$ cat src/rtl/dma_pkg.sv
// Shared constants for the DMA FIFO block: default payload width and read-mode encodings.
package dma_pkg;

   localparam int DMA_DATA_WIDTH = 32;

   localparam int FIFO_MODE_STD  = 0;
   localparam int FIFO_MODE_FWFT = 1;

endpackage

$ cat src/rtl/fifo_ram.sv
// Storage for dma_fifo: 1-write/1-read register array, asynchronous read, no reset.
module fifo_ram import dma_pkg::*; #(
   parameter int DATA_WIDTH = DMA_DATA_WIDTH,
   parameter int DEPTH      = 16,
   localparam int AW        = $clog2(DEPTH)
) (
   input  logic                  clk,
   input  logic                  we,
   input  logic [AW-1:0]         waddr,
   input  logic [DATA_WIDTH-1:0] wdata,
   input  logic [AW-1:0]         raddr,
   output logic [DATA_WIDTH-1:0] rdata
);

   logic [DATA_WIDTH-1:0] mem [DEPTH];

   always_ff @(posedge clk) begin
      if (we) begin
         mem[waddr] <= wdata;
      end
   end

   assign rdata = mem[raddr];

endmodule

$ cat src/rtl/dma_fifo.sv
// Synchronous DMA FIFO with wrap-bit pointers, status/almost flags, sticky errors and
// selectable registered or first-word-fall-through read data.
module dma_fifo import dma_pkg::*; #(
   parameter int DATA_WIDTH = DMA_DATA_WIDTH,
   parameter int DEPTH      = 16,
   parameter int AF_THRESH  = DEPTH - 2,
   parameter int AE_THRESH  = 2,
   parameter int FWFT       = FIFO_MODE_STD,
   localparam int AW        = $clog2(DEPTH),
   localparam int CW        = AW + 1
) (
   input  logic                  clk,
   input  logic                  rst,
   input  logic                  flush,
   input  logic                  w_en,
   input  logic [DATA_WIDTH-1:0] data_in,
   input  logic                  r_en,
   output logic [DATA_WIDTH-1:0] data_out,
   output logic                  full,
   output logic                  empty,
   output logic                  almost_full,
   output logic                  almost_empty,
   output logic [CW-1:0]         count,
   output logic                  overflow,
   output logic                  underflow
);

   logic [CW-1:0]         wr_ptr;
   logic [CW-1:0]         rd_ptr;
   logic [CW-1:0]         cnt;
   logic                  ovf_q;
   logic                  udf_q;
   logic                  wr_ok;
   logic                  rd_ok;
   logic [DATA_WIDTH-1:0] head;

   // Handshake: w_en is a request accepted only while !full, r_en a request accepted
   // only while !empty; a refused request has no effect other than its sticky error flag.
   assign wr_ok = w_en && !full;
   assign rd_ok = r_en && !empty;

   assign full         = (cnt == CW'(DEPTH));
   assign empty        = (cnt == '0);
   assign almost_full  = (32'(cnt) >= 32'(AF_THRESH));
   assign almost_empty = (32'(cnt) <= 32'(AE_THRESH));
   assign count        = cnt;
   assign overflow     = ovf_q;
   assign underflow    = udf_q;

   fifo_ram #(
      .DATA_WIDTH (DATA_WIDTH),
      .DEPTH      (DEPTH)
   ) u_ram (
      .clk   (clk),
      .we    (wr_ok && !rst && !flush),
      .waddr (wr_ptr[AW-1:0]),
      .wdata (data_in),
      .raddr (rd_ptr[AW-1:0]),
      .rdata (head)
   );

   always_ff @(posedge clk) begin
      if (rst || flush) begin
         wr_ptr <= '0;
         rd_ptr <= '0;
         cnt    <= '0;
         ovf_q  <= 1'b0;
         udf_q  <= 1'b0;
      end else begin
         if (wr_ok) begin
            wr_ptr <= wr_ptr + CW'(1);
         end
         if (rd_ok) begin
            rd_ptr <= rd_ptr + CW'(1);
         end
         cnt   <= cnt + CW'(wr_ok) - CW'(rd_ok);
         ovf_q <= ovf_q | (w_en && full);
         udf_q <= udf_q | (r_en && empty);
      end
   end

   generate
      if (FWFT == FIFO_MODE_FWFT) begin : g_fwft
         // Head entry shows through while anything is stored; zero otherwise so a flush reads as 0.
         assign data_out = empty ? '0 : head;
      end else begin : g_std
         logic [DATA_WIDTH-1:0] dout_q;

         always_ff @(posedge clk) begin
            if (rst || flush) begin
               dout_q <= '0;
            end else if (rd_ok) begin
               dout_q <= head;
            end
         end

         assign data_out = dout_q;
      end
   endgenerate

endmodule

$ cat config.mk
export PLATFORM = sky130hd
export DESIGN_NAME = dma_fifo
export DESIGN_NICKNAME = d
export VERILOG_FILES = /design/src/rtl/dma_pkg.sv /design/src/rtl/fifo_ram.sv /design/src/rtl/dma_fifo.sv
export SDC_FILE = /design/constraint.sdc
export NUM_CORES = 1
export LEC_CHECK = 0
export BUFFER_PORTS_ARGS = -buffer_cell sky130_fd_sc_hd__buf_4
export CELL_PAD_IN_SITES_DETAIL_PLACEMENT = 1
export CELL_PAD_IN_SITES_GLOBAL_PLACEMENT = 1
export CORE_ASPECT_RATIO = 1.1
export CORE_MARGIN = 5
export CORE_UTILIZATION = 58
export CTS_CLUSTER_DIAMETER = 60
export DETAILED_ROUTE_END_ITERATION = 10
export GPL_TIMING_DRIVEN = 0
export PLACE_DENSITY = 0.92
export SLEW_MARGIN = 20
export SYNTH_ARGS = -nofsm -noshare
export SYNTH_HDL_FRONTEND = slang
export SYNTH_SLANG_ARGS = --single-unit
$ cat constraint.sdc
create_clock -name clk -period 12.17 [get_ports clk]
set_input_delay 0.6085 -clock clk [delete_from_list [all_inputs] [get_ports clk]]
set_output_delay 0.6085 -clock clk [all_outputs]
set_load 0.01 [all_outputs]
==> impl_metrics.ini <==
[die]
die_h_um = 211
dieArea_um2 = 40800
core_um2 = 36300
die_w_um = 193
io_pins = 80
fp-row-count = 73
start_util_pct = 59.0

[timing]
timing.fmax_mhz = 254
hold_viol_final = 0
rsz0062_at_grt = no
slew_violations = 0
layout_setup_ws_ns = 8.23
clock_skew_ns = 0.0149
slew_headroom_pct = 27.0
setup_viol = 0
fin_crit_sh_pct = 32.4
tns_ns = 0
period_needed_ns = 3.94
worstMarginPinSlew_ns = 1.09

[synth]
synth_xor_area_share_pct = 0.369
synth_compound_area_share_pct = 1.58
synth_mux_area_share_pct = 16.5
synth_ff_type = edfxtp_1
synth_top_family_by_area = multiplexers
synth_adder_area_share_pct = 1.03
synth-edff-count = 512
synth_most_common_cell = edfxtp_1
synth_fp_nets = 1060
synth.top_cell.area_share_pct = 71.9
synth_largest_area_cell = edfxtp_1
yosys.area_share.simple_pct = 2.48
synth-async-reset-ratio_pct = 0
synthTopCellsByCount = 512 x edfxtp_1, 128 x mux4_2, 90 x nor2_1
ys_types = 34
avgSynthCellArea_um2 = 21.3
ys_ff_latch = 559
syn_inst = 1006
netlist_top_cells_area = edfxtp_1 72%, mux4_2 13%, dfxtp_1 4.4%
syn-cell-area_um2 = 21400
synth_warnings = 0
yosysSeqAreaShare_pct = 76.3

[global_route]
grt_pass1_wl_mm = 85.8
grt_pass1_vias = 12200
grtUsageTotal_pct = 29.5
grt_max_degree = 21
antenna_found_initial = 1
overflow = 0

[drt]
top_layer = met4
wl_met1_mm = 21.2
firstDrtPassIters = 5
viasPerCell = 6.63
wl_met3_mm = 5.08
drtAntennaViolNets = 0
drt-total-wl_mm = 58.8
drc = 0
avgRoutedWirePerCell_um = 34.5
drt-initial-drc-count = 1505
vias = 11300
wl_met2_mm = 30.3

[worst_setup_path]
cp_max_fo = 8
cp-end-kind = flip-flop
reg2reg_from = count[2]$_SDFF_PP0_
arrival_ns = 4.22
critPathLaunchType = flip-flop
worst-setup-path-type = flip-flop to flip-flop
required_ns = 12.45
ff2ff_path_depth = 10
r2r_slack_ns = 8.23
r2r_end = u_ram.mem[2][27]$_DFFE_PP_

[cells_and_area]
synthToLayoutAreaGrowth_pct = 16.0
drive_above_1_share_pct = 30.3
nFillCells = 2893
nets = 1225
final_area_um2 = 24800

[pwr]
p_per_area_nw_per_um2 = 166
ir_drop_mv = 0.128
leakage_uw = 0.00815
finalPower_uw = 4120

[placement]
place_ws_ns = 8.24
placed_cell_area_um2 = 23100
dp_hpwl_mm = 34.9
gp_congestion = 0.741
portBuffers = 79

[min_path]
hp-class = input port to flip-flop
hold_path_end = overflow$_SDFF_PP0_
whs_path_depth = 3
hp-start = w_en

[clocking]
cts_buffers = 54
cts_tree = yes
cts_resized = 0
cts.sinks = 559
clkTransAtPathRegs_ns = 0.06
clk-insertion-delay-late_ns = 0.58
htreeDepth = 2
cts_hold_buf = 0
cts_root_buffer = clkbuf_16
cts_setup_buffers = 0
cts.path.max_buffers = 3

[job]
maxCapViolations = 0

[outcome]
status = finished, final reports clean
==> logic make-up after synthesis <==
group / count (synthesis)
multiplexers: 193
AO/OA/AOI/OAI: 42
buffers and inverters: 65
XOR/XNOR: 9
AND/OR/NAND/NOR: 121
adder cells (fa/ha/maj): 17
flip-flops: 559
==> per-stage QoR <==
step                utilization [%]  hold slack [ns]  instances
floorplan                         -            0.482       1006
global placement               62.3            0.450       1572
detailed placement             63.7            0.456       1602
CTS                            68.4            0.307       1703
global route                   68.4            0.328       1703
finish                         68.4            0.321       1704
==> state kept, by name, indices dropped and copies added (netlist names) <==
register   cells
overflow       1
rd_ptr         4
count          5
data_out      32
underflow      1
u_ram.mem    512
wr_ptr         4
==> power by group <==
part | total [uW] | internal, uW | switching [uW]
Sequential | 2140 | 2120 | 21.6
Combinational | 330 | 134 | 196
Clock | 1650 | 919 | 728
Total | 4120 | 3170 | 945
==> metal layers <==
metal	GRT usage, %	vias to the layer above
met4	10.5	0
met2	50.3	811
met5	0	-
li1	-	4425
met1	38.7	5897
met3	5.44	160
==> cell usage in the layout, fill, tap and decap left out, drive strengths merged, types with 8 or more instances in the layout <==
| master | count |
|---|---|
| nand2 | 8 |
| edfxtp | 512 |
| mux2i | 65 |
| dfxtp | 47 |
| nor2 | 91 |
| buf | 145 |
| inv | 14 |
| ha | 16 |
| clkbuf | 92 |
| a211o | 32 |
| clkinv | 19 |
| mux4 | 128 |
==> cell type report <==
class	instances	area, um^2	area share [%]
multi-input cells	382	4810	19.4
clock inverters	25	154	0.620
repair buffers	109	983	3.96
clock buffers	76	1570	6.32
well taps	487	609	2.46
plain buffers	52	324	1.31
inverters	13	48.8	0.197
diodes	1	2.50	0.0101
flip-flops and latches	559	16300	65.7
==> how the worst max path moves through the flow <==
stage,to,depth (start not counted),start
4_1_cts,u_ram.mem[2][18]$_DFFE_PP_,10,count[2]$_SDFF_PP0_
2_1_floorplan,u_ram.mem[0][0]$_DFFE_PP_,5,rst
3_3_place_gp,u_ram.mem[0][30]$_DFFE_PP_,6,rst
3_5_place_dp,u_ram.mem[2][29]$_DFFE_PP_,9,rst
6_report,u_ram.mem[2][27]$_DFFE_PP_,10,count[2]$_SDFF_PP0_
5_1_grt,u_ram.mem[2][28]$_DFFE_PP_,10,count[2]$_SDFF_PP0_
==> critical path: stages (launching register included) <==
cell and delay, ns:
dfxtp_1 0.42, inv_1 0.12, ha_1 0.22, or4bb_1 0.28
inv_1 0.14, nor3_1 0.53, nand2_1 0.40, nor3_2 0.81
buf_6 0.25, buf_4 0.22, buf_4 0.25
No activity file was read; power rests on OpenSTA's default activity.
